<file path="src/rtl/gate_sensor_decoder.sv">
// gate_sensor_decoder
// Turns the two raw beam-break sensors of the gate lane (outer A, inner B)
// into clean one-cycle enter / exit / fault pulses for the occupancy FSM.
// Path: 2-flop synchroniser -> per-sensor debounce -> direction FSM with a
// dwell timeout -> registered pulse outputs.

module gate_sensor_decoder #(
  parameter int DEBOUNCE = 4,
  parameter int TIMEOUT  = 1000
) (
  input  logic CLK,
  input  logic RST,
  input  logic sens_a,
  input  logic sens_b,
  output logic enter,
  output logic exit,
  output logic fault,
  output logic busy,
  output logic a_db,
  output logic b_db
);

  localparam int DB_W = $clog2(DEBOUNCE + 1);
  localparam int TO_W = $clog2(TIMEOUT + 1);

  // The debounced level flips on the edge where the mismatch count would
  // reach DEBOUNCE, so compare against DEBOUNCE-1 before incrementing.
  localparam logic [DB_W-1:0] DB_LAST = DB_W'(DEBOUNCE - 1);
  // The dwell counter holds the number of completed cycles in the current
  // state; the TIMEOUT-th cycle is the last one allowed.
  localparam logic [TO_W-1:0] TO_LAST = TO_W'(TIMEOUT - 1);

  typedef enum logic [2:0] {
    S_IDLE     = 3'd0,
    S_IN_A     = 3'd1,
    S_IN_AB    = 3'd2,
    S_IN_B     = 3'd3,
    S_OUT_B    = 3'd4,
    S_OUT_BA   = 3'd5,
    S_OUT_A    = 3'd6,
    S_WAIT_CLR = 3'd7
  } state_t;

  logic            a_sync_p0, a_sync_p1;
  logic            b_sync_p0, b_sync_p1;
  logic [DB_W-1:0] a_cnt, b_cnt;
  logic [TO_W-1:0] dwell;
  state_t          state, state_nxt;
  logic            enter_nxt, exit_nxt, fault_nxt;
  logic            timed_out;
  logic            pulse_now;
  logic [1:0]      ab;

  // ---- stage p0/p1: two-flop synchronisers for the asynchronous beams ----

  // Capture both raw beams through two flops each to resolve metastability.
  always_ff @(posedge CLK or posedge RST) begin
    if (RST) begin
      a_sync_p0 <= 1'b0;
      a_sync_p1 <= 1'b0;
      b_sync_p0 <= 1'b0;
      b_sync_p1 <= 1'b0;
    end else begin
      a_sync_p0 <= sens_a;
      a_sync_p1 <= a_sync_p0;
      b_sync_p0 <= sens_b;
      b_sync_p1 <= b_sync_p0;
    end
  end

  // ---- debounce: level must disagree for DEBOUNCE cycles in a row ----

  // Sensor A debounce: count consecutive mismatches, flip the level on the last.
  always_ff @(posedge CLK or posedge RST) begin
    if (RST) begin
      a_cnt <= '0;
      a_db  <= 1'b0;
    end else if (a_sync_p1 == a_db) begin
      a_cnt <= '0;
    end else if (a_cnt == DB_LAST) begin
      a_cnt <= '0;
      a_db  <= ~a_db;
    end else begin
      a_cnt <= a_cnt + DB_W'(1);
    end
  end

  // Sensor B debounce: same behaviour as sensor A.
  always_ff @(posedge CLK or posedge RST) begin
    if (RST) begin
      b_cnt <= '0;
      b_db  <= 1'b0;
    end else if (b_sync_p1 == b_db) begin
      b_cnt <= '0;
    end else if (b_cnt == DB_LAST) begin
      b_cnt <= '0;
      b_db  <= ~b_db;
    end else begin
      b_cnt <= b_cnt + DB_W'(1);
    end
  end

  // ---- direction FSM on the debounced pair AB ----

  assign ab        = {a_db, b_db};
  assign pulse_now = enter | exit | fault;
  assign timed_out = (state != S_IDLE) && (state != S_WAIT_CLR) && (dwell >= TO_LAST);

  // State register.
  always_ff @(posedge CLK or posedge RST) begin
    if (RST) begin
      state <= S_IDLE;
    end else begin
      state <= state_nxt;
    end
  end

  // Dwell counter: cleared on any state change and while idle or draining.
  always_ff @(posedge CLK or posedge RST) begin
    if (RST) begin
      dwell <= '0;
    end else if ((state_nxt != state) || (state == S_IDLE) || (state == S_WAIT_CLR)) begin
      dwell <= '0;
    end else begin
      dwell <= dwell + TO_W'(1);
    end
  end

  // Next-state and pulse decode; unlisted pairs hold the current state.
  always_comb begin
    state_nxt = state;
    enter_nxt = 1'b0;
    exit_nxt  = 1'b0;
    fault_nxt = 1'b0;
    case (state)
      S_IDLE: begin
        case (ab)
          2'b10:   state_nxt = S_IN_A;
          2'b01:   state_nxt = S_OUT_B;
          2'b11: begin
            state_nxt = S_WAIT_CLR;
            fault_nxt = 1'b1;
          end
          default: state_nxt = state;
        endcase
      end
      S_IN_A: begin
        case (ab)
          2'b11:   state_nxt = S_IN_AB;
          2'b00:   state_nxt = S_IDLE;
          2'b01: begin
            state_nxt = S_WAIT_CLR;
            fault_nxt = 1'b1;
          end
          default: state_nxt = state;
        endcase
      end
      S_IN_AB: begin
        case (ab)
          2'b01:   state_nxt = S_IN_B;
          2'b10:   state_nxt = S_IN_A;
          2'b00: begin
            state_nxt = S_WAIT_CLR;
            fault_nxt = 1'b1;
          end
          default: state_nxt = state;
        endcase
      end
      S_IN_B: begin
        case (ab)
          2'b00: begin
            state_nxt = S_IDLE;
            enter_nxt = 1'b1;
          end
          2'b11:   state_nxt = S_IN_AB;
          2'b10: begin
            state_nxt = S_WAIT_CLR;
            fault_nxt = 1'b1;
          end
          default: state_nxt = state;
        endcase
      end
      S_OUT_B: begin
        case (ab)
          2'b11:   state_nxt = S_OUT_BA;
          2'b00:   state_nxt = S_IDLE;
          2'b10: begin
            state_nxt = S_WAIT_CLR;
            fault_nxt = 1'b1;
          end
          default: state_nxt = state;
        endcase
      end
      S_OUT_BA: begin
        case (ab)
          2'b10:   state_nxt = S_OUT_A;
          2'b01:   state_nxt = S_OUT_B;
          2'b00: begin
            state_nxt = S_WAIT_CLR;
            fault_nxt = 1'b1;
          end
          default: state_nxt = state;
        endcase
      end
      S_OUT_A: begin
        case (ab)
          2'b00: begin
            state_nxt = S_IDLE;
            exit_nxt  = 1'b1;
          end
          2'b11:   state_nxt = S_OUT_BA;
          2'b01: begin
            state_nxt = S_WAIT_CLR;
            fault_nxt = 1'b1;
          end
          default: state_nxt = state;
        endcase
      end
      S_WAIT_CLR: begin
        if (ab == 2'b00) state_nxt = S_IDLE;
      end
      default: state_nxt = S_IDLE;
    endcase

    // A stalled passage overrides whatever the sensors are doing.
    if (timed_out) begin
      state_nxt = S_WAIT_CLR;
      enter_nxt = 1'b0;
      exit_nxt  = 1'b0;
      fault_nxt = 1'b1;
    end

    // Pulses may never land on consecutive cycles: if one is on the output
    // now, postpone the pulsing transition by a cycle instead of dropping it.
    if (pulse_now && (enter_nxt || exit_nxt || fault_nxt)) begin
      state_nxt = state;
      enter_nxt = 1'b0;
      exit_nxt  = 1'b0;
      fault_nxt = 1'b0;
    end
  end

  // ---- output registers: pulses and busy share the state-update edge ----

  // Register the pulses and busy so they change on the same edge as the state.
  always_ff @(posedge CLK or posedge RST) begin
    if (RST) begin
      enter <= 1'b0;
      exit  <= 1'b0;
      fault <= 1'b0;
      busy  <= 1'b0;
    end else begin
      enter <= enter_nxt;
      exit  <= exit_nxt;
      fault <= fault_nxt;
      busy  <= (state_nxt != S_IDLE);
    end
  end

endmodule

</file>
<file path="config.mk">
export PLATFORM = sky130hd
export DESIGN_NAME = gate_sensor_decoder
export DESIGN_NICKNAME = d
export VERILOG_FILES = /design/src/rtl/gate_sensor_decoder.sv
export SDC_FILE = /design/constraint.sdc
export NUM_CORES = 1
export LEC_CHECK = 0
export CAP_MARGIN = 0
export CORE_AREA = 2 2 69 71
export CTS_CLUSTER_SIZE = 30
export DETAILED_ROUTE_END_ITERATION = 6
export DIE_AREA = 0 0 71 73
export PLACE_DENSITY_LB_ADDON = 0.12
export SKIP_CTS_REPAIR_TIMING = 1
export SYNTH_ARGS = -nofsm -noshare
export SYNTH_HDL_FRONTEND = slang
export SYNTH_SLANG_ARGS = --single-unit
</file>
<file path="constraint.sdc">
create_clock -name CLK -period 2.39 [get_ports CLK]
set_input_delay 0.717 -clock CLK [delete_from_list [all_inputs] [get_ports CLK]]
set_output_delay 0.717 -clock CLK [all_outputs]
set_load 0.02 [all_outputs]
</file>
== Word level (Yosys, flattened, before mapping) ==
Cells that the tools add are included.

* Add/subtract/negate cells: 3
* $mul: 0
* Div/mod/pow operators: 0
* Magnitude comparators: 1
* Equality and inequality tests: 16
* Shifts and indexed selects: 0
* Muxes and demuxes: 29
* Bitwise operators: 6
* Reductions and logical operators: 16

{| class="wikitable"
|+ Operator list
! operator !! count
|-
| 3-bit one-hot mux with 3 select lines || 7
|-
| 3-bit one-hot mux with 8 select lines || 1
|-
| 3-bit 2-to-1 mux || 7
|-
| 3-bit by 2-bit == test with 1-bit output, second input constant || 4
|-
| 3-bit == test, second input constant || 4
|-
| 1-bit 2-to-1 mux || 12
|-
| 10-bit by 1-bit adder with 10-bit output, second input constant || 1
|-
| 10-bit >= comparator, second input constant || 1
|-
| 10-bit 2-to-1 mux || 1
|-
| 3-bit by 1-bit adder with 3-bit output, second input constant || 2
|-
| 3-bit nonzero test || 2
|-
| 2-bit OR reduction || 3
|-
| 2-bit == test, second input constant || 2
|-
| 1-bit logical OR || 4
|-
| 1-bit inverter || 4
|-
| 1-bit one-hot mux with 4 select lines || 1
|-
| 2-bit AND reduction || 2
|-
| 3-bit by 1-bit == test with 1-bit output, second input constant || 1
|-
| 1-bit logical AND || 3
|-
| 3-bit logical NOT || 1
|-
| 3-bit != test || 1
|-
| 3-bit != test, second input constant || 1
|-
| 1-bit == test || 2
|-
| 2-bit by 1-bit == test with 1-bit output, second input constant || 1
|-
| 2 further kinds || 3
|}

* Register bits: 29
* Bits in latches: 0
* Memory bits (writable): 0
* Bits in read-only memories: 0
* Output and inout bits: 6
* Logic and storage cells: 85
* Memories: 0

== Logic depth before layout (Yosys ltp) ==
* Depth after elaboration: 12
* Gate-level depth with buffers: 8

== Worst setup path after synthesis ==
No wires, ideal clock.

* Path type: reg-to-reg
* From: register b_db
* To: register dwell[2]
* Library setup time: 143 ps
* Data arrival time: 1734 ps
* Required time: 2247 ps
* Setup slack: 513 ps
* Stages on the path, launching flop included: 7
* Path buffers: 1
* Period minus slack after synthesis: 1877 ps
* Cells stage by stage: dfrtp_1 buf_2 or3b_1 a21oi_2 o31ai_4 a21oi_2 nor4_1

* Word-level cells in the longest chain between the ends: 12
* Elaborated cells between the ends (all ways): 32
* Classes of those cells: eq/ne (4); mux (22); reduce/logical (6)

{| class="wikitable"
|+ RTL lines
! element !! line !! RTL
|-
| start, declared || 20 || <nowiki>output logic b_db</nowiki>
|-
| start signal, assigned || 97 || <nowiki>b_db <= ~b_db;</nowiki>
|-
| branches (longest 7 deep; another with 3-bit one-hot mux with 8 select lines) || - ||
|-
| 3-bit 2-to-1 mux (*) || 235 || <nowiki>if (pulse_now && (enter_nxt || exit_nxt || fault_nxt)) begin</nowiki>
|-
| 3-bit != test (*) || 122 || <nowiki>end else if ((state_nxt != state) || (state == S_IDLE) || (state == S_WAIT_CLR)) begin</nowiki>
|-
| 1-bit logical OR (*) (2 in a row) || 122 ||
|-
| 10-bit 2-to-1 mux (*) || 122 ||
|-
| end signal, assigned || 125 || <nowiki>dwell <= dwell + TO_W'(1);</nowiki>
|-
| end, declared || 47 || <nowiki>logic [TO_W-1:0] dwell;</nowiki>
|}

Every way passes the cells marked *.
A chain may end at the register's enable or synchronous reset.

== Worst setup path after layout ==
* From: register a_db
* To: output port a_db

{| class="wikitable"
|+ RTL lines
! element !! line !! RTL
|-
| start, declared || 19 || <nowiki>output logic a_db,</nowiki>
|-
| start signal, assigned || 82 || <nowiki>a_db <= ~a_db;</nowiki>
|}

No word-level cell between the ends.

==> summary.md <==
| Metric | Value |
|---|---|
| Status | completed |
| #FFs+latches synth | 29 |
| Pint | ~1.6 mW |
| Post-synthesis simple-gate area fraction | 0.246 |
| Cell Pwr Density | roughly 1400 nW/um^2 |
| Post-synthesis cell area | 1740 sq um |
| Xor/xnor share of the synthesized area | 0.0697 |
| Final Hold Vio Count | 0 |
| Area Overhead vs Synth | 15.8% |
| Syn avg cell area | slightly below 10 sq um |
| Number of placement rows | 25 |
| Critical Path AT | approximately 1.6 ns |
| Clock share of power | 0.181 |
| Final Non-Filler Cells | 249 |
| Ratio of cells with drive above 1 in the final layout | 0.144 |
| Final Cycle Share | 0.949 |
| Core area | about 4500 sq um |
| Io pins | 10 |
| Hold depth | 0 |
| Top-area cell type share of the netlist area | 0.417 |
| Worst path max stage delay | 0.69 ns |
| GRT met2 Usage | 0.231 |
| Gpl congestion | roughly 0.85 |
| Post-synth net total | ~190 |
| Syn. warnings | 0 |
| Largest family of logic cells by synthesized area | simple AND/OR/NAND/NOR gates |
| Synth area leaders | dfrtp_1 42%, nor4_1 4.0%, xnor2_1 3.5% |
| Largest net degree at the start of global routing | 30 |
| Total inserted antenna cells | 0 |
| Commonest register cell after synthesis | dfrtp_1 |
| Post-synthesis mux area share | 0.0180 |
| Filler Cell Count | approximately 440 |
| Routed wire length | around 3700 microns |
| RSZ-0062 raised after global routing | false |
| Syn Inst Count | 180 |
| Complex-gate fraction of the synthesized area | 0.173 |
| Hold WC Path Type | reg -> reg |
| Nets@finish | around 200 |
| WHS Endpoint | a_sync_p1$_DFF_PP0_ |
| Initial antenna violation count | 0 |
| Combinational fraction of design power | 0.540 |
| Clock Skews | 0.00386 ns |
| Max clock buf depth | 2 |
| Busiest layer in global routing | met2 |
| Buffers & Inverters on Critical Path | 1 |
| Peak supply drop | between 0.5 and 0.6 mV |
| Final Critical Period | approximately 2.3 ns |
| Clk root buf | clkbuf_8 |
| Area occupied by multi-input gates | roughly 920 sq um |
| Worst Path Class, Setup | reg -> out |
| Critical Path RT | around 1.7 ns |
| CP endpoint kind | primary output |
| Critical path's top delay family | buffers and inverters |
| Asr flop ratio synth | 1.00 |
| Switch share | 0.442 |
| Reg2Reg Depth | 5 |
| Chip width | slightly above 70 microns |
| GR Util met3 | 0.0401 |
| Slew Viols, Final | 0 |
| Overall Global Routing Usage | 0.154 |
| M1 GR Usage | 0.210 |
| Share of power burned in registers | 0.279 |
| Die area | 5180 sq um |
| First-pass GRT wire length | around 6300 microns |
| Hold Startpoint | a_sync_p0$_DFF_PP0_ |
| Setup Total Neg Slack | 0 ns |
| CTS tree | yes |
| Switch Pwr | approximately 1.3 mW |
| CP max-delay cell | clkdlybuf4s50_1 |
| DRC viols | 0 |
| Clock slew at reported path FFs | approximately 0.060 ns |
| Yosys cell types | 48 |
| CTS Buf Count | 5 |
| Post-route ant nets | 0 |
| Grt ovf | 0 |
| FF/Latch Area | about 730 sq um |
| Max Clk Rate | 0.441 GHz |
| Post-synthesis adder-cell area fraction | 0.0216 |
| Slew HR | 0.662 |
| Avg WL per Cell | around 15 microns |
| Pre-antenna DRT Iters | 4 |
| Largest area contributor in the netlist | dfrtp_1 |
| Worst-path fanout max | 12 |
| Least-Margin Pin Slew | slightly above 0.5 ns |
| Seq/Total Area, Yosys | 0.417 |
| Port Buffers | 9 |
| Via count | about 1,400 |
| Placed instance count | ~240 |
| Via density | 5.71 |
| Worst Setup Start Kind | flip-flop |
| CP cell instances | clkdlybuf4s50_1 |
| Post-synth EDFFs | 0 |
| Commonest non-fill, non-tap cell in the layout | dfrtp_1 |
| Static leakage | between 0.8 and 0.9 nW |
| Flop-to-flop setup slack | 0.29 ns |
| # H-tree levels | 2 |
| Maxcap violations | 0 |
| DIE HEIGHT | around 73 microns |
| RR Endpoint | dwell[3]$_DFF_PP0_ |
| Post-DP HPWL | approximately 2600 microns |
| Vias in the first global route | between 1,000 and 1,500 |
| Worst r2r src | state[1]$_DFF_PP0_ |
| Final setup vio count | 0 |
| Initial Util | 0.384 |
| Worst skew pair latency | roughly 0.28 ns |
| Most frequent cells in the layout | 29 x dfrtp_1, 11 x nor4_1, 10 x buf_4 |
| Clock Sinks | 29 |
| Drt initial violations | between 150 and 200 |
## per-stage QoR
step,setup slack (ns),instance area [sq um],hold slack (ns),total power [mW],utilization
floorplan,0.513,1740,0.331,1.93,-
detailed placement,0.320,1900,0.349,2.32,0.419
global placement,0.342,1900,0.337,2.30,0.419
finish,0.121,2020,0.354,2.85,0.444
CTS,0.0963,2020,0.365,2.86,0.444
global route,0.0561,2020,0.367,3.08,0.444
## Yosys cell counts, drive strengths merged (3+ instances only)
cell,n
xor2,6
dfrtp,29
a32oi,3
nor3b,4
nand2b,5
o21ai,10
buf,12
nand2,9
xnor2,7
nor3,7
nor2b,7
nand3,5
inv,6
a21oi,9
nor2,7
nor4,11
ha,3
o32ai,3
and3,7
## sequential cells by signal (all words and copies together), names as in the netlist, 3 cells and up
| name | cells |
|---|---|
| dwell | 10 |
| a_cnt | 3 |
| b_cnt | 3 |
| state | 3 |
## per-layer routing
metal | wire length [microns] | share of wire | vias to the layer above
li1 | - | - | 686
met1 | 1760 | 0.48 | 685
met2 | 1660 | 0.45 | 44
met3 | 175 | 0.048 | 7
met4 | 71 | 0.019 | 0
met5 | 0 | 0 | -
## cells by family (layout without fill, tap and decap cells)
| kind of cell | Yosys count | after routing |
|---|---|---|
| simple gates | 74 | 74 |
| compound gates | 40 | 40 |
| flops | 29 | 29 |
| buf+inv | 18 | 33 |
| xor+xnor | 13 | 13 |
| fa+ha+maj | 3 | 3 |
| mux | 3 | 3 |
## power groups by stage
stage | registers, mW | logic [mW] | clock network (mW)
floorplan | 0.704 | 1.22 | 0
global placement | 0.799 | 1.50 | 0
detailed placement | 0.805 | 1.52 | 0
CTS | 0.795 | 1.53 | 0.534
global route | 0.820 | 1.71 | 0.550
finish | 0.796 | 1.54 | 0.516
## worst max path at each step
stage	from	endpoint	cells after the start
CTS	a_db$_DFFE_PP0P_	a_db	1
finish	a_db$_DFFE_PP0P_	a_db	1
floorplan	b_db$_DFFE_PP0P_	dwell[2]$_DFF_PP0_	6
detailed placement	state[1]$_DFF_PP0_	dwell[3]$_DFF_PP0_	5
global placement	state[1]$_DFF_PP0_	dwell[3]$_DFF_PP0_	5
global route	a_db$_DFFE_PP0P_	a_db	1
## cell type report
cell class	instances	share of cell area
repair buffers	19	0.0819
well taps	54	0.0335
flip-flops and latches	29	0.360
multi-input cells	133	0.456
inverters	6	0.0112
clock buffers	7	0.0428
clock inverters	1	0.0149
Note: power is estimated with default switching activity, not from simulation.
